===== src/rtl/shift_align_pkg.sv =====
// Shared types and helpers for the shift_align_lock lane aligner.
package shift_align_pkg;

    localparam logic [15:0] SYNC_PATTERN_DEFAULT = 16'b1000_0001_0111_1110;

    typedef enum logic {
        SEARCH = 1'b0,
        LOCKED = 1'b1
    } align_state_t;

    // LSB position of lane 'lane' inside a flat bus of 'width'-bit lanes.
    function automatic int lane_lsb(input int lane, input int width);
        return lane * width;
    endfunction

endpackage


===== src/rtl/sync_lane_counter.sv =====
// Per-lane sync word counter: flags a sync hit and the cycle the count would reach LOCK_LEVEL.
module sync_lane_counter
    import shift_align_pkg::*;
#(
    parameter int                DATA_W       = 16,
    parameter logic [DATA_W-1:0] SYNC_PATTERN = DATA_W'(SYNC_PATTERN_DEFAULT),
    parameter int                LOCK_LEVEL   = 16
) (
    input  logic              clk,
    input  logic              reset_n,
    input  logic              valid,
    input  logic [DATA_W-1:0] word,
    input  logic              clear,
    input  logic              enable,
    output logic              hit,
    output logic              reached
);

    localparam int CNT_W = $clog2(LOCK_LEVEL + 1);

    logic [CNT_W-1:0] count;

    assign hit     = valid && (word == SYNC_PATTERN);
    // Asserted on the sync word that completes the count, so the lock can be taken this cycle.
    assign reached = enable && hit && (count == CNT_W'(LOCK_LEVEL - 1));

    always_ff @(posedge clk or negedge reset_n) begin
        if (!reset_n) begin
            count <= '0;
        end else if (clear) begin
            count <= '0;
        end else if (enable && hit) begin
            count <= count + CNT_W'(1);
        end
    end

endmodule


===== src/rtl/shift_align_lock.sv =====
// Lane aligner: locks onto the first candidate lane to collect LOCK_LEVEL sync words and forwards it.
// Optional lock-loss statistics counter enabled by defining SHIFT_ALIGN_STATS_EN.
module shift_align_lock
    import shift_align_pkg::*;
#(
    parameter int                NUM_CH       = 16,
    parameter int                DATA_W       = 16,
    parameter logic [DATA_W-1:0] SYNC_PATTERN = DATA_W'(SYNC_PATTERN_DEFAULT),
    parameter int                LOCK_LEVEL   = 16,
    parameter int                SYNC_TIMEOUT = 64,
    parameter int                UNLOCK_LEVEL = 8,
    parameter int                IDX_W        = $clog2(NUM_CH)
) (
    input  logic                     clk,
    input  logic                     reset_n,
    input  logic [NUM_CH-1:0]        valid_in,
    input  logic [NUM_CH*DATA_W-1:0] datain,
    input  logic                     relock_req,
    output logic                     valid_o,
    output logic [DATA_W-1:0]        dataout,
    output logic                     locked,
    output logic [IDX_W-1:0]         lock_idx,
    output logic                     lock_lost,
    output logic [15:0]              relock_count
);

    localparam int GAP_W  = $clog2(SYNC_TIMEOUT + 1);
    localparam int MISS_W = $clog2(UNLOCK_LEVEL + 1);

    align_state_t      state, state_nx;
    logic [IDX_W-1:0]  idx_nx, win_idx;
    logic [GAP_W-1:0]  gap_cnt, gap_nx;
    logic [MISS_W-1:0] miss_cnt, miss_nx;
    logic              lock_ev, unlock_ev, clear_all, search_en;
    logic              lane_hit, lane_vld;

    logic [NUM_CH-1:0] vld_p1;
    logic [DATA_W-1:0] data_p1 [NUM_CH];
    logic              vld_p2;
    logic [DATA_W-1:0] dout_p2;

    logic [NUM_CH-1:0] hit, reached;

    // Stage 1: register all candidate lanes
    always_ff @(posedge clk or negedge reset_n) begin
        if (!reset_n) begin
            vld_p1 <= '0;
            for (int i = 0; i < NUM_CH; i++) data_p1[i] <= '0;
        end else begin
            vld_p1 <= valid_in;
            for (int i = 0; i < NUM_CH; i++) data_p1[i] <= datain[lane_lsb(i, DATA_W) +: DATA_W];
        end
    end

    assign search_en = (state == SEARCH);

    for (genvar g = 0; g < NUM_CH; g++) begin : g_lane
        sync_lane_counter #(
            .DATA_W      (DATA_W),
            .SYNC_PATTERN(SYNC_PATTERN),
            .LOCK_LEVEL  (LOCK_LEVEL)
        ) u_cnt (
            .clk    (clk),
            .reset_n(reset_n),
            .valid  (vld_p1[g]),
            .word   (data_p1[g]),
            .clear  (clear_all),
            .enable (search_en),
            .hit    (hit[g]),
            .reached(reached[g])
        );
    end

    // Descending scan so the lowest reaching lane is the last assignment and wins ties.
    always_comb begin
        lock_ev = 1'b0;
        win_idx = '0;
        for (int i = NUM_CH - 1; i >= 0; i--) begin
            if (reached[i]) begin
                lock_ev = 1'b1;
                win_idx = IDX_W'(i);
            end
        end
    end

    assign lane_hit = hit[lock_idx];
    assign lane_vld = vld_p1[lock_idx];

    always_comb begin
        state_nx  = state;
        idx_nx    = lock_idx;
        gap_nx    = gap_cnt;
        miss_nx   = miss_cnt;
        unlock_ev = 1'b0;
        clear_all = 1'b0;
        case (state)
            SEARCH: begin
                if (lock_ev) begin
                    state_nx  = LOCKED;
                    idx_nx    = win_idx;
                    clear_all = 1'b1;
                    gap_nx    = '0;
                    miss_nx   = '0;
                end
            end
            LOCKED: begin
                if (lane_hit) begin
                    gap_nx  = '0;
                    miss_nx = '0;
                end else if (lane_vld) begin
                    if (gap_cnt == GAP_W'(SYNC_TIMEOUT - 1)) begin
                        gap_nx = '0;
                        if (miss_cnt == MISS_W'(UNLOCK_LEVEL - 1)) begin
                            unlock_ev = 1'b1;
                            state_nx  = SEARCH;
                            clear_all = 1'b1;
                            miss_nx   = '0;
                        end else begin
                            miss_nx = miss_cnt + MISS_W'(1);
                        end
                    end else begin
                        gap_nx = gap_cnt + GAP_W'(1);
                    end
                end
            end
            default: state_nx = SEARCH;
        endcase
        // A relock request overrides both a fresh lock and a miss-driven unlock.
        if (relock_req) begin
            state_nx  = SEARCH;
            idx_nx    = lock_idx;
            clear_all = 1'b1;
            gap_nx    = '0;
            miss_nx   = '0;
            unlock_ev = 1'b0;
        end
    end

    always_ff @(posedge clk or negedge reset_n) begin
        if (!reset_n) begin
            state     <= SEARCH;
            lock_idx  <= '0;
            gap_cnt   <= '0;
            miss_cnt  <= '0;
            lock_lost <= 1'b0;
        end else begin
            state     <= state_nx;
            lock_idx  <= idx_nx;
            gap_cnt   <= gap_nx;
            miss_cnt  <= miss_nx;
            lock_lost <= unlock_ev;
        end
    end

    // Stage 2: selected lane, valid only once the lock was already in place
    always_ff @(posedge clk or negedge reset_n) begin
        if (!reset_n) begin
            vld_p2  <= 1'b0;
            dout_p2 <= '0;
        end else begin
            vld_p2  <= vld_p1[lock_idx] && (state == LOCKED);
            dout_p2 <= data_p1[lock_idx];
        end
    end

    assign locked  = (state == LOCKED);
    assign valid_o = vld_p2 && locked;
    assign dataout = dout_p2;

`ifdef SHIFT_ALIGN_STATS_EN
    logic [15:0] relock_cnt;

    always_ff @(posedge clk or negedge reset_n) begin
        if (!reset_n) begin
            relock_cnt <= '0;
        end else if (unlock_ev && (relock_cnt != 16'hFFFF)) begin
            relock_cnt <= relock_cnt + 16'd1;
        end
    end

    assign relock_count = relock_cnt;
`else
    assign relock_count = 16'h0000;
`endif

endmodule


===== config.mk =====
export PLATFORM = sky130hd
export DESIGN_NAME = shift_align_lock
export DESIGN_NICKNAME = d
export VERILOG_FILES = /design/src/rtl/shift_align_pkg.sv /design/src/rtl/sync_lane_counter.sv /design/src/rtl/shift_align_lock.sv
export SDC_FILE = /design/constraint.sdc
export NUM_CORES = 1
export LEC_CHECK = 0
export BUFFER_PORTS_ARGS = -buffer_cell sky130_fd_sc_hd__buf_4
export CORE_MARGIN = 2
export CORE_UTILIZATION = 24
export DETAILED_ROUTE_END_ITERATION = 16
export GPL_ROUTABILITY_DRIVEN = 0
export PLACE_DENSITY = 0.38
export SYNTH_ARGS = -nofsm -noshare
export SYNTH_HDL_FRONTEND = slang
export SYNTH_SLANG_ARGS = --single-unit

===== constraint.sdc =====
create_clock -name clk -period 3.5 [get_ports clk]
set_input_delay 0.7 -clock clk [delete_from_list [all_inputs] [get_ports clk]]
set_output_delay 0.7 -clock clk [all_outputs]
set_load 0.02 [all_outputs]

# [Word-level counts from Yosys, hierarchy flattened]
# Cells that the tools add are included.
[op_classes] add_sub_neg=18 order_cmp=2 eq_ne=37 n_mux=99 n_bitwise=3 n_reduce_logical=69
[ops] operator="16-bit equality test (second input constant)" count=16
[ops] operator="5-bit 2-to-1 mux" count=32
[ops] operator="4-bit 2-to-1 mux" count=22
[ops] operator="5-bit by 1-bit adder with 5-bit output (second input constant)" count=16
[ops] operator="5-bit by 4-bit equality test with 1-bit output (second input constant)" count=16
[ops] operator="16-bit binary-select mux with 4-bit select" count=1
[ops] operator="1-bit logical AND" count=50
[ops] operator="7-bit 2-to-1 mux" count=5
[ops] operator="16-bit 2-to-1 mux" count=2
[ops] operator="2-bit nonzero test" count=16
[ops] operator="1-bit 2-to-1 mux" count=31
[ops] operator="7-bit one-hot mux with 2 select lines" count=1
[ops] operator="1-bit binary-select mux with 4-bit select" count=2
[ops] operator="4-bit by 2-bit != test with 1-bit output (second input constant)" count=2
[ops] operator="4-bit one-hot mux with 2 select lines" count=1
[ops] operator="7-bit by 1-bit adder with 7-bit output (second input constant)" count=1
[ops] operator="7-bit by 6-bit equality test with 1-bit output (second input constant)" count=1
[ops] operator="3-bit AND reduction" count=2
[ops] operator="5-bit >= comparator (second input constant)" count=1
[ops] operator="4-bit by 5-bit < comparator with 1-bit output (second input constant)" count=1
[ops] operator="4-bit inverter with 5-bit output" count=1
[ops] operator="4-bit by 1-bit adder with 4-bit output (second input constant)" count=1
[ops] operator="4-bit by 3-bit equality test with 1-bit output (second input constant)" count=1
[ops] operator="1-bit one-hot mux with 2 select lines" count=2
[ops] operator="other kinds (3)" count=4
[word_totals] ff_bits=386 input_bits=275 out_inout_bits=39 elab_cells=268

# [Depth between registers and ports, before layout]
# Gate-level depths: netlist (run 1).
[depth] word_depth=24 depth_mapped=13 depth_no_buf=11

# [Modules after synthesis]
# From an unflattened synthesis (run 1), not the netlist that was laid out.
[unflattened] hier_cells=1186 hier_area_um2=16316.9
[modules_own_cells] module="shift_align_lock" instances=1 cells_each=562 area_per_inst_um2=10611.4 seq_area_each_um2=7657.3
[modules_own_cells] module="sync_lane_counter" instances=16 cells_each=39 area_per_inst_um2=356.6 seq_area_each_um2=125.1

# [Least setup slack after synthesis (run 1)]
# Ideal clock, no wire load.
[synth_path] kind="register -> register" from="register g_lane[14].u_cnt.count[0]" to="register g_lane[10].u_cnt.count[4]" setup_time_ns=0.087 t_arrival_ns=2.774 t_required_ns=3.413 slack_ns=0.639 path_stages_with_launch=14 n_path_buf=2 synth_period_minus_slack_ns=2.861 path_cell_list="dfrtp_1 -> ha_1 -> and3_1 -> ha_1 -> nor2b_1 -> and4_1 -> and2_1 -> a2111oi_4 -> and4bb_4 -> nand3_1 -> and2_1 -> buf_4 -> buf_6 -> a211oi_2"
[synth_via] elab_chain_cells=21 word_cells_on_any_way=22 cone_classes="eq/ne (1); mux (19); reduce/logical (2)"
[synth_rtl] element="from (decl)" line_no="sync_lane_counter.sv:21" text="logic [CNT_W-1:0] count;"
[synth_rtl] element="from (signal assigned)" line_no="sync_lane_counter.sv:33" text="count <= count + CNT_W'(1);"
[synth_rtl] element="5-bit by 4-bit equality test with 1-bit output (*)" line_no="sync_lane_counter.sv:25" text="assign reached = enable && hit && (count == CNT_W'(LOCK_LEVEL - 1));"
[synth_rtl] element="1-bit logical AND (*)" line_no="sync_lane_counter.sv:25"
[synth_rtl] element="1-bit 2-to-1 mux (*) (15 in a row)" line_no="shift_align_lock.sv:79" text="if (reached[i]) begin"
[synth_rtl] element="1-bit 2-to-1 mux (*)" line_no="shift_align_lock.sv:98" text="if (lock_ev) begin"
[synth_rtl] element="1-bit one-hot mux with 2 select lines (*)" line_no="shift_align_lock.sv:96" text="case (state)"
[synth_rtl] element="1-bit 2-to-1 mux (*)" line_no="shift_align_lock.sv:129" text="if (relock_req) begin"
[synth_rtl] element="5-bit 2-to-1 mux or 2-bit nonzero test (tied branches)"
[synth_rtl] element="to (signal assigned)" line_no="sync_lane_counter.sv:33"
[synth_rtl] element="to (decl)" line_no="sync_lane_counter.sv:21"
# Every way passes the cells marked *; elsewhere a longest branch is shown, timed or not.
# A chain may end at the register's enable or synchronous reset.

# [Worst setup path in the final report (run 1)]
[layout_path] from="register g_lane[14].u_cnt.count[0]" to="register g_lane[5].u_cnt.count[4]"
[layout_via] elab_chain_cells=21 word_cells_on_any_way=22 cone_classes="eq/ne (1); mux (19); reduce/logical (2)"
[layout_rtl] element="5-bit by 4-bit equality test with 1-bit output (*)" line_no="sync_lane_counter.sv:25"
[layout_rtl] element="1-bit logical AND (*)" line_no="sync_lane_counter.sv:25"
[layout_rtl] element="1-bit 2-to-1 mux (*) (15 in a row)" line_no="shift_align_lock.sv:79"
[layout_rtl] element="1-bit 2-to-1 mux (*)" line_no="shift_align_lock.sv:98"
[layout_rtl] element="1-bit one-hot mux with 2 select lines (*)" line_no="shift_align_lock.sv:96"
[layout_rtl] element="1-bit 2-to-1 mux (*)" line_no="shift_align_lock.sv:129"
[layout_rtl] element="5-bit 2-to-1 mux or 2-bit nonzero test (tied branches)"
[layout_rtl] element="to (signal assigned)" line_no="sync_lane_counter.sv:33"
[layout_rtl] element="to (decl)" line_no="sync_lane_counter.sv:21"
# Marked as above.

==> impl_results.md, run 1 <==
- Worst-case clock skew: 0.0285 ns
- Total clock sinks: 386
- CTS Buffer Depth: 3
- Resized cells post-CTS: 0
- Setup repair after global routing missed its margin: false
- Aggregate routed wire length: 56.8 mm
- Placed instance area: 19,300 µm²
- Synthesized instance count: 1,114
- Post-synthesis register bit count: 386
- Count of distinct cell types in the synthesized netlist: 76
- Critical path arrival: 3.68 ns
- Portion of total power attributed to sequential cells: 44.4%
- Final cell utilization of the core: 31.9%
- Area growth syn-to-layout: 31.8%
- Starting Density: 24.2%
- Worst-path fanout max: 50
- Crit path kind: flip-flop to flip-flop
- Chip height: 262 µm
- Leading area contributor after synthesis: sky130_fd_sc_hd__dfrtp_1
- Setup Total Neg Slack: 0 ns
- Wire length of the first global-routing pass: 81.9 mm
- Die Footprint: 68,400 µm²
- Leading cell type in the layout, fill and taps excluded: sky130_fd_sc_hd__dfrtp_1
- Grt total ovfl: 0
- Fraction of final layout cells sized beyond drive strength 1: 36.2%
- Count of flip-flops with a built-in enable after synthesis: 0
- Net Sw Frac: 23.7%
- Kind of start point of the critical path: flip-flop
- WP data required: 3.99 ns
- Final worst setup slack: 0.314 ns
- Seq/Total Area, Yosys: 60.7%
- Int Power: 0.00826 W
- Final Hold Vio Count: 0
- Upper clock frequency limit: 314 MHz
- Primary flip-flop cell chosen by synthesis mapping: sky130_fd_sc_hd__dfrtp_1
- Worst hold-check path type: primary input to async pin
- Mean routed wirelength per cell: 24.0 µm
- Final HPWL from detailed placement: 45.0 mm
- H-tree depth reported by CTS: 2
- Area fraction of the dominant cell type after synthesis: 60.7%
- Power dissipated by switching net loads: 0.00257 W
- Via count of the first global-routing pass: 11,738
- Port Buffers: 297
- Final nets: 1,769
- Fraction of power consumed by the clock network: 47.5%
- Setup violation total in the final timing report: 0
- Most frequent cells in the layout: sky130_fd_sc_hd__dfrtp_1 (384), sky130_fd_sc_hd__buf_4 (334), sky130_fd_sc_hd__nor2_1 (109)
- Top cells by area in the synthesized netlist: sky130_fd_sc_hd__dfrtp_1 (61%), sky130_fd_sc_hd__mux4_2 (12%), sky130_fd_sc_hd__ha_1 (2.7%), sky130_fd_sc_hd__nor2_1 (2.6%), sky130_fd_sc_hd__xor2_1 (1.7%)
- Clk slew on worst S/H paths: 0.06 ns
- Total of max-cap violations: 0
- Combinational share of power: 8.1%
- CP Cell Sequence: ha_1, and3_1, ha_1, nor2b_1, and4_1, and2_1, a2111oi_4, and4bb_4, nand3_1, and2_2, buf_12, a211oi_2
- Clock tree from TritonCTS: yes
- Initial detailed-routing violation count: 622
- Total of warnings raised by yosys: 0
- Average vias per placed instance: 4.53
- Placement row count: 94
- Hold_buf cts: 0
- Worst slew margin: 36.7%
- Horizontal die dimension: 262 µm
- Antenna violations before repair: 16
- Clock latency at the later pin of the worst-skew pair: 0.58 ns
- Critical path's largest stage delay: 0.40 ns
- Via count of the routed design: 10,718
- Static leakage power: 9.14 nW
- First-pass iteration count of the detailed router: 5
- Reg2Reg Setup Slack: 0.31 ns
- CP max-delay cell: sky130_fd_sc_hd__dfrtp_1
- Total chip power: 0.0108 W
- Avg Synthesized Cell Area: 14.3 µm²
- Residual DRC count: 0
- Worst-Margin Slew: 0.941 ns
- Detail Route Antenna Nets: 0
- Largest net degree at the start of global routing: 97
- Final worst path period share: 91.0%
- Clock buffer count from CTS: 44
- Power Density: 516 nW/µm²
- Max-slew violation total from the final report: 0
- Critical Path Sink Type: flip-flop
- Final instance area: 21,000 µm²
- I/O pin count: 314
- Run status: finished, final reports clean
- CTS Root Cell: sky130_fd_sc_hd__clkbuf_16
- Place WS: 0.348 ns
- Syn Std Cell Area: 15,900 µm²
- Share of synthesized flip-flops with an asynchronous set or reset: 100%
- Placeable core area: 65,700 µm²
- All-layer global routing usage: 16.8%
- Post-CTS Setup Inserts: 0
- Time the final worst path needs with I/O delays and setup: 3.19 ns
- Highest ir drop seen on vdd: 0.317 mV
- Cell repeated most along the worst path: sky130_fd_sc_hd__ha_1
-- path summary, 6_finish.rpt --
kind | start | endpoint | depth (start not counted)
hold / removal | reset_n | data_p1[130] | 1
max in group asynchronous | reset_n | g_lane[13].u_cnt.count[3] | 2
setup / recovery | g_lane[14].u_cnt.count[0] | g_lane[5].u_cnt.count[4] | 12
min in group clk | datain[172] | data_p1[92] | 1
setup reg to reg | g_lane[14].u_cnt.count[0] | g_lane[5].u_cnt.count[4] | 12
hold reg to reg | gap_cnt[6] | gap_cnt[6] | 2
-- metal layers --
metal  routed length (µm)  track usage (%)  vias to the layer above  share of wire [%]
met4                 1320             5.05                       20                2.3
met2                26100             26.7                      374                 46
li1                     -                -                     4748                  -
met5                  131                0                        -               0.23
met1                24300             21.5                     5486                 43
met3                 4860             6.01                       90                8.6
-- state kept, by name, summed over array words and instances (netlist names) --
signal	cells
data_p1	256
dataout	16
g_lane.u_cnt.count	80
gap_cnt	7
lock_idx	4
lock_lost	1
locked	1
miss_cnt	4
vld_p1	16
vld_p2	1
-- metrics by stage --
stage,cells,hold slack [ns]
2_1_floorplan,1129,0.404
3_3_place_gp,2278,0.496
3_5_place_dp,2278,0.499
4_1_cts,2360,0.178
5_1_grt,2363,0.185
6_report,2364,0.152
-- power by group through the flow --
stage,Sequential [W],Combinational (W),Clock [W]
floorplan,0.00483,0.000317,0
global placement,0.00489,0.000892,0
detailed placement,0.00489,0.000889,0
CTS,0.00481,0.000892,0.00531
global route,0.00483,0.000941,0.00548
finish,0.00481,0.000875,0.00514
-- cell type report --
type / count / area, µm²
Timing Repair Buffer: 339 / 2600
Tap cell: 864 / 1080
Clock inverter: 24 / 370
Clock buffer: 58 / 1270
Antenna cell: 4 / 10.0
Fill cell: 6503 / 44700
Inverter: 38 / 143
Multi-Input combinational cell: 651 / 5860
Sequential cell: 386 / 9670
-- cell usage after synthesis, drive strengths merged, types with 12 or more instances --
cell,count
dfrtp,386
nor2,110
mux4,84
nand2,45
inv,38
buf,36
ha,34
nand4,34
xor2,31
and3,28
nand3,23
nor4b,19
clkbuf,18
mux2i,18
xnor2,17
nor3,16
a21oi,15
and4b,12
nor4,12
nor4bb,12
-- worst max-delay path, delay by kind of cell, from the launching register on --
kind,cells,cell delay [ns]
AO/OA/AOI/OAI,2,0.52
adder cells (fa/ha/maj),2,0.40
buffers and inverters,1,0.20
flip-flops,1,0.40
AND/OR/NAND/NOR,7,1.52
-- cells by family (layout without fill, tap and decap cells) --
| group | count (synthesis) | count (layout) | share of synthesized area [%] |
|---|---|---|---|
| xor gates and xnor gates | 48 | 48 | 2.64 |
| and+or+nand+nor | 378 | 378 | 14.2 |
| DFF | 386 | 386 | 60.7 |
| buffers and inverters | 92 | 459 | 2.93 |
| AOI/OAI and AO/OA | 64 | 64 | 3.19 |
| adders and majority gates | 34 | 34 | 2.67 |
| other | 1 | 20 | 0.0235 |
| muxes | 111 | 111 | 13.7 |
Power figures use the tool's default switching activity.
==> run 2: changes to the inputs <==
--- a/config.mk
+++ b/config.mk
@@ -10,7 +10,9 @@
 export CORE_UTILIZATION = 24
 export DETAILED_ROUTE_END_ITERATION = 16
 export GPL_ROUTABILITY_DRIVEN = 0
+export HOLD_SLACK_MARGIN = 0.15
 export PLACE_DENSITY = 0.38
 export SYNTH_ARGS = -nofsm -noshare
 export SYNTH_HDL_FRONTEND = slang
+export SYNTH_HIERARCHICAL = 1
 export SYNTH_SLANG_ARGS = --single-unit
==> run 2 against run 1 <==
  * Area after synthesis increased by 2.5%
  * Combinational power decreased by 31%
  * Worst hold slack improved by 0.0011 ns
  * Maximum frequency decreased by 2.6%
  * Synthesized cell count increased by 6.5%
  * Die area increased by 2.4%
  * Design area increased by 1.5%
  * Critical path type unchanged
  * Largest cell class unchanged
  * Largest power group unchanged
==> impl_results.md, run 2 <==
- Run status: finished, final reports clean
- Fraction of final layout cells sized beyond drive strength 1: 33.9% (-2.3 points)
- Synthesized instance count: 1,186 (+6.5%)
- Endpoint of the lowest-slack register-to-register path: g_lane[4].u_cnt/count[1]
- Clock latency at the later pin of the worst-skew pair: 0.59 ns (about the same)
- CTS Buffer Depth: 3 (unchanged)
- Cell repeated most along the worst path: sky130_fd_sc_hd__mux2i_1
- Count of flip-flops with a built-in enable after synthesis: 0 (unchanged)
- CP Cell Sequence: nand4b_1, or4_1, nor4_1, mux2i_1, nand3_1, and4_1, mux2i_1, nand4_1, nand2_2, buf_12, o21ba_1
- Clock buffer count from CTS: 48 (+9.1%)
- Via count of the first global-routing pass: 11,978 (+2.0%)
- Critical path arrival: 3.78 ns (+0.10 ns)
- Die Footprint: 70,100 µm² (+2.4%)
- Worst Path Buf+Inv: 1 (unchanged)
- Total of max-cap violations: 0 (unchanged)
- Initial detailed-routing violation count: 734 (+18%)
- Regs by FF count: data_p1 x256, g_lane.u_cnt/count x80
- Beginning of the worst register-to-register path: data_p1[128]
- Area fraction of the dominant cell type after synthesis: 59.2% (-1.5 points)
- Worst hold-check path type: primary input to async pin
- Cell count of the worst reg-to-reg path: 11 (-1)
- First-pass iteration count of the detailed router: 5 (unchanged)
- Mean routed wirelength per cell: 22.5 µm (-6.2%)
- Resized cells post-CTS: 0 (unchanged)
- Most frequent cells in the layout: sky130_fd_sc_hd__dfrtp_1 (384), sky130_fd_sc_hd__buf_4 (333), sky130_fd_sc_hd__mux4_2 (81)
- Area used by multi-input combinational logic: 5940 µm² (+1.5%)
- Placeable core area: 67,300 µm² (+2.3%)
- Filler cell count: 6,801 (+4.6%)
- Reg2Reg Setup Slack: 0.23 ns (-0.08 ns)
- Antenna violations before repair: 11 (-5)
- Hold_buf cts: 0 (unchanged)
- Area used by sequential logic in the layout: 9670 µm² (unchanged)
- WP data required: 4.01 ns (+0.02 ns)
- Starting Density: 24.3% (+0.031 points)
- Number of flip-flops under the largest register name: 256 (unchanged)
- Post-synthesis register bit count: 386 (unchanged)
- Leading cell type in the layout, fill and taps excluded: sky130_fd_sc_hd__dfrtp_1
- Setup repair after global routing missed its margin: false
- Grt total ovfl: 0 (unchanged)
- Final instance area: 21,300 µm² (+1.5%)
- Worst-Margin Slew: 0.840 ns (-0.101 ns)
- Final Hold Vio Count: 0 (unchanged)
- Horizontal die dimension: 265 µm (+1.2%)
- Final HPWL from detailed placement: 42.7 mm (-5.3%)
- Clock tree from TritonCTS: yes
- Family of cells with the greatest summed delay on the critical path: simple AND/OR/NAND/NOR gates
- Setup violation total in the final timing report: 0 (unchanged)
- Final nets: 1,829 (+3.4%)
- Critical path's largest stage delay: 0.78 ns (+0.38 ns)
- Largest Register: data_p1
- Worst slew margin: 44.0% (+7.3 points)
- Seq/Total Area, Yosys: 59.2% (-1.5 points)
- Residual DRC count: 0 (unchanged)
- Upper clock frequency limit: 306 MHz (-2.6%)
- Total clock sinks: 386 (unchanged)
- Aggregate routed wire length: 54.8 mm (-3.5%)
- CTS Root Cell: sky130_fd_sc_hd__clkbuf_16
- Critical Path Sink Type: flip-flop
- All-layer global routing usage: 15.6% (-1.2 points)
- Final cell utilization of the core: 31.7% (-0.27 points)
- H-tree depth reported by CTS: 2 (unchanged)
- Crit path kind: flip-flop to flip-flop
- Share of synthesized flip-flops with an asynchronous set or reset: 100% (unchanged)
- Placed instance area: 19,600 µm² (+1.3%)
- I/O pin count: 314 (unchanged)
- Placement row count: 95 (+1.1%)
- Avg Synthesized Cell Area: 13.8 µm² (-3.8%)
- Most frequently used cell type in the post-synthesis netlist: sky130_fd_sc_hd__dfrtp_1
- Largest net degree at the start of global routing: 95 (-2.1%)
- Post-CTS Setup Inserts: 0 (unchanged)
- Average vias per placed instance: 4.61 (+1.6%)
- Count of distinct cell types in the synthesized netlist: 57 (-25%)
- CP max-delay cell: sky130_fd_sc_hd__or4_1
- Final worst path period share: 93.4% (+2.4 points)
- Total of warnings raised by yosys: 6 (+6)
- Port Buffers: 297 (unchanged)
- Time the final worst path needs with I/O delays and setup: 3.27 ns (+0.0847 ns)
- Max-slew violation total from the final report: 0 (unchanged)
- Most numerous cell types in the synthesized netlist: sky130_fd_sc_hd__dfrtp_1 (386), sky130_fd_sc_hd__mux4_2 (81), sky130_fd_sc_hd__inv_1 (74), sky130_fd_sc_hd__a21oi_1 (70), sky130_fd_sc_hd__or4_1 (48)
- Detail Route Antenna Nets: 0 (unchanged)
- Primary flip-flop cell chosen by synthesis mapping: sky130_fd_sc_hd__dfrtp_1
- Leading area contributor after synthesis: sky130_fd_sc_hd__dfrtp_1
- Via count of the routed design: 11,205 (+4.5%)
- Static leakage power: 8.96 nW (-2.0%)
- Worst-case clock skew: 0.0227 ns (-0.00576 ns)
- Final hold slack: 0.153 ns (+0.00109 ns)
- Chip height: 265 µm (+1.2%)
- Power Density: 499 nW/µm² (-3.3%)
- Area growth syn-to-layout: 30.6%
- Clk slew on worst S/H paths: 0.06 ns (about the same)
- Worst-path fanout max: 45 (-10%)
- Setup Total Neg Slack: 0 ns (unchanged)
- Kind of start point of the critical path: flip-flop
- Wire length of the first global-routing pass: 80.0 mm (-2.4%)
- Top cells by area in the synthesized netlist: sky130_fd_sc_hd__dfrtp_1 (59%), sky130_fd_sc_hd__mux4_2 (11%), sky130_fd_sc_hd__ha_1 (2.6%), sky130_fd_sc_hd__or4_1 (2.2%), sky130_fd_sc_hd__a21oi_1 (2.1%)
- Highest ir drop seen on vdd: 0.351 mV (+11%)
- Syn Std Cell Area: 16,300 µm² (+2.5%)
[run 2: cell count changes after synthesis, moves of 30 or more]
| cell | change |
|---|---|
| sky130_fd_sc_hd__a21oi_1 | +55 |
| sky130_fd_sc_hd__inv_1 | +37 |
| sky130_fd_sc_hd__nand4_1 | -30 |
| sky130_fd_sc_hd__nor2_1 | -101 |
| sky130_fd_sc_hd__o31ai_1 | +32 |
| sky130_fd_sc_hd__or4_1 | +43 |
| sky130_fd_sc_hd__xor2_1 | -31 |
[run 2: per-stage QoR]
stage	setup slack, ns	std cells	total power [W]
after floorplan	0.341	1201	0.00494
after global placement	0.373	2343	0.00548
after detailed placement	0.315	2343	0.00547
after CTS	0.287	2427	0.0108
after global routing	0.0474	2428	0.0111
final	0.229	2433	0.0106
[run 2: worst max-delay path by stage]
stage,cells past startpoint,slack [ns],to,startpoint
5_1_grt,11,0.05,g_lane[11].u_cnt/count[1],data_p1[128]
4_1_cts,11,0.29,g_lane[9].u_cnt/count[1],data_p1[128]
6_report,11,0.23,g_lane[4].u_cnt/count[1],data_p1[128]
3_3_place_gp,11,0.37,g_lane[15].u_cnt/count[1],data_p1[128]
3_5_place_dp,11,0.31,g_lane[11].u_cnt/count[1],data_p1[128]
2_1_floorplan,10,0.34,g_lane[0].u_cnt/count[1],locked
[run 2: kinds of logic after synthesis]
kind of cell	synth area share [%]
DFF	59.2
and+or+nand+nor	13.1
AOI/OAI and AO/OA	7.97
buffers and inverters	4.74
muxes	12.3
adders and majority gates	2.61
other	0.0230
[run 2: report_power, final]
group / switching (W) / internal, W / total [W]
logic: 0.000286 / 0.000316 / 0.000603
clock network: 0.00204 / 0.00321 / 0.00525
registers: 0.000136 / 0.00464 / 0.00477
[run 2: layout make-up]
class / instances / area share [%]
Tap cell: 873 / 5.13
Antenna cell: 6 / 0.0705
Multi-Input combinational cell: 670 / 27.9
Clock inverter: 25 / 1.78
Clock buffer: 59 / 6.16
Sequential cell: 386 / 45.4
Timing Repair Buffer: 339 / 12.3
Inverter: 75 / 1.32
[run 2: metal layers]
| metal | vias up | GRT usage [%] | routed length (µm) |
|---|---|---|---|
| met5 | - | 0 | 65 |
| li1 | 5102 | - | - |
| met4 | 10 | 5.36 | 1620 |
| met3 | 82 | 4.34 | 3680 |
| met1 | 5675 | 19.5 | 22600 |
| met2 | 336 | 26.1 | 26800 |
==> run 3: changes to the inputs <==
--- a/config.mk
+++ b/config.mk
@@ -8,6 +8,7 @@
 export BUFFER_PORTS_ARGS = -buffer_cell sky130_fd_sc_hd__buf_4
 export CORE_MARGIN = 2
 export CORE_UTILIZATION = 24
+export CTS_BUF_LIST = sky130_fd_sc_hd__clkbuf_8
 export DETAILED_ROUTE_END_ITERATION = 16
 export GPL_ROUTABILITY_DRIVEN = 0
 export HOLD_SLACK_MARGIN = 0.15
==> run 3 against run 2 <==
  * Flip-flop and latch count did not move
  * Power fell by 2.2%
  * Die area stayed put
  * Global-route usage up 0.72 points
  * Non-clock buffer count up 273
  * Maximum frequency grew 1.2%
  * Combinational power grew 41%
  * Largest cell class unchanged
  * Largest power group is now sequential cells
==> impl_results.md, run 3 (synthesis results as in run 2) <==
- Horizontal die dimension: 265 µm (unchanged)
- Cell count of the worst hold path: 2
- Area growth syn-to-layout: 46.7%
- Resized cells post-CTS: 0 (unchanged)
- Chip height: 265 µm (unchanged)
- Hold_buf cts: 273 (+273)
- Final Hold Vio Count: 0 (unchanged)
- Fraction of final layout cells sized beyond drive strength 1: 30.1% (-3.8 points)
- Detail Route Antenna Nets: 0 (unchanged)
- Time the final worst path needs with I/O delays and setup: 3.23 ns (-0.0400 ns)
- Run status: finished, final reports clean
- H-tree depth reported by CTS: 3 (+1)
- Total of max-cap violations: 0 (unchanged)
- CTS Buffer Depth: 3 (unchanged)
- Largest net degree at the start of global routing: 95 (unchanged)
- WP data required: 4.01 ns (about the same)
- Largest Register: data_p1
- Startpoint of the most critical hold path: relock_req
- Setup violation total in the final timing report: 0 (unchanged)
- Crit path kind: flip-flop to flip-flop
- Filler cell count: 6,594 (-3.0%)
- Worst-case clock skew: 0.0526 ns (+0.0299 ns)
- First-pass iteration count of the detailed router: 5 (unchanged)
- Clock latency at the later pin of the worst-skew pair: 0.67 ns (+0.08 ns)
- Final nets: 2,127 (+16%)
- Final cell utilization of the core: 35.6% (+3.9 points)
- Wire length of the first global-routing pass: 84.2 mm (+5.3%)
- Starting Density: 24.3% (unchanged)
- Grt total ovfl: 0 (unchanged)
- Worst-Margin Slew: 0.832 ns (-0.00750 ns)
- Power Density: 434 nW/µm² (-13%)
- Kind of start point of the critical path: flip-flop
- Placement row count: 95 (unchanged)
- Highest ir drop seen on vdd: 0.253 mV (-28%)
- Critical Path Sink Type: flip-flop
- Mean routed wirelength per cell: 20.7 µm (-7.9%)
- Worst hold-check path type: primary input to flip-flop
- Setup repair after global routing missed its margin: false
- Aggregate routed wire length: 56.9 mm (+3.9%)
- Max-slew violation total from the final report: 0 (unchanged)
- Worst-path fanout max: 12 (-73%)
- Post-CTS Setup Inserts: 0 (unchanged)
- Placeable core area: 67,300 µm² (unchanged)
- Initial detailed-routing violation count: 770 (+4.9%)
- Clock tree from TritonCTS: yes
- Clock buffer count from CTS: 73 (+52%)
- Upper clock frequency limit: 310 MHz (+1.2%)
- Endpoint, Worst Hold: lock_lost
- Total clock sinks: 386 (unchanged)
- Cell count of the worst reg-to-reg path: 10 (-1)
- Number of flip-flops under the largest register name: 256 (unchanged)
- Beginning of the worst register-to-register path: data_p1[32]
- I/O pin count: 314 (unchanged)
- Endpoint of the lowest-slack register-to-register path: miss_cnt[3]
- Most frequent cells in the layout: sky130_fd_sc_hd__dfrtp_1 (384), sky130_fd_sc_hd__buf_4 (333), sky130_fd_sc_hd__dlygate4sd3_1 (273)
- Regs by FF count: data_p1 x256, g_lane.u_cnt/count x80
- Via count of the first global-routing pass: 13,326 (+11%)
- Final worst path period share: 92.3% (-1.1 points)
- Average vias per placed instance: 4.52 (-1.8%)
- Critical path arrival: 3.74 ns (-0.04 ns)
- Port Buffers: 297 (unchanged)
- Residual DRC count: 0 (unchanged)
- Reg2Reg Setup Slack: 0.27 ns (+0.04 ns)
- Clk slew on worst S/H paths: 0.06 ns (about the same)
- Die Footprint: 70,100 µm² (unchanged)
- Setup Total Neg Slack: 0 ns (unchanged)
- Static leakage power: 10.1 nW (+13%)
- Worst slew margin: 44.5% (+0.50 points)
- CTS Root Cell: sky130_fd_sc_hd__clkbuf_8
- Via count of the routed design: 12,412 (+11%)
- Antenna violations before repair: 6 (-5)
- Final HPWL from detailed placement: 42.7 mm (unchanged)
- All-layer global routing usage: 16.4% (+0.72 points)
- Leading cell type in the layout, fill and taps excluded: sky130_fd_sc_hd__dfrtp_1
==> run 3: cell types whose count changed in the layout (fill, tap and decap cells not counted), sizes merged <==
cell / delta
inv: +9
clkbuf: +43
bufinv: -5
clkinv: -4
diode: -2
clkinvlp: -2
dlygate4sd3: +273
==> run 3: final cells by class <==
type | count | area (µm²) | share of cell area, %
tap | 873 | 1090 | 4.56
multi-input combinational | 670 | 5940 | 24.8
clock buffer | 102 | 1400 | 5.87
clock inverter | 23 | 190 | 0.795
sequential | 386 | 9670 | 40.4
timing repair buffer | 612 | 5350 | 22.3
inverter | 75 | 282 | 1.18
antenna | 4 | 10.0 | 0.0418
==> run 3: metal layers <==
metal | wire length (µm) | part of all wire (%) | GRT usage (%) | up-vias
met4 | 1850 | 3.3 | 5.85 | 6
li1 | - | - | - | 5700
met2 | 28000 | 49 | 27.5 | 374
met3 | 3010 | 5.3 | 3.98 | 99
met5 | 34 | 0.060 | 0 | -
met1 | 24000 | 42 | 20.5 | 6233
==> run 3: worst max-delay path, cell delays in order (launching register included) <==
cell and delay, ns:
sky130_fd_sc_hd__dfrtp_1 0.36, sky130_fd_sc_hd__nand4b_1 0.17, sky130_fd_sc_hd__or4_1 0.75, sky130_fd_sc_hd__nor4_1 0.39, sky130_fd_sc_hd__mux2_1 0.23, sky130_fd_sc_hd__mux4_2 0.30
sky130_fd_sc_hd__o22ai_1 0.10, sky130_fd_sc_hd__o2111ai_1 0.21, sky130_fd_sc_hd__buf_4 0.23, sky130_fd_sc_hd__a21boi_0 0.23, sky130_fd_sc_hd__o21ai_1 0.09
==> run 3: where the power goes <==
group | leakage, nW | internal (W) | switching (W) | total, W
logic | 4.56 | 0.000514 | 0.000339 | 0.000853
registers | 4.72 | 0.00464 | 0.000136 | 0.00477
clock network | 0.861 | 0.00275 | 0.00202 | 0.00476
total | 10.1 | 0.00790 | 0.00249 | 0.0104
==> run 3: worst max-delay path by stage <==
| stage | depth (start not counted) | startpoint | to |
|---|---|---|---|
| floorplan | 10 | locked | g_lane[0].u_cnt/count[1] |
| global placement | 11 | data_p1[128] | g_lane[15].u_cnt/count[1] |
| detailed placement | 11 | data_p1[128] | g_lane[11].u_cnt/count[1] |
| CTS | 11 | data_p1[128] | g_lane[11].u_cnt/count[1] |
| global route | 11 | data_p1[128] | g_lane[11].u_cnt/count[1] |
| finish | 10 | data_p1[32] | miss_cnt[3] |
==> run 3: through the flow <==
step	std cells	instance area [µm²]	hold slack, ns	setup slack (ns)	total power, W
4_1_cts	2741	23900	0.268	0.269	0.0106
5_1_grt	2744	23900	0.291	0.0354	0.0109
3_5_place_dp	2343	19600	0.502	0.315	0.00547
3_3_place_gp	2343	19600	0.502	0.373	0.00548
6_report	2745	23900	0.338	0.269	0.0104
2_1_floorplan	1201	16400	0.404	0.341	0.00494
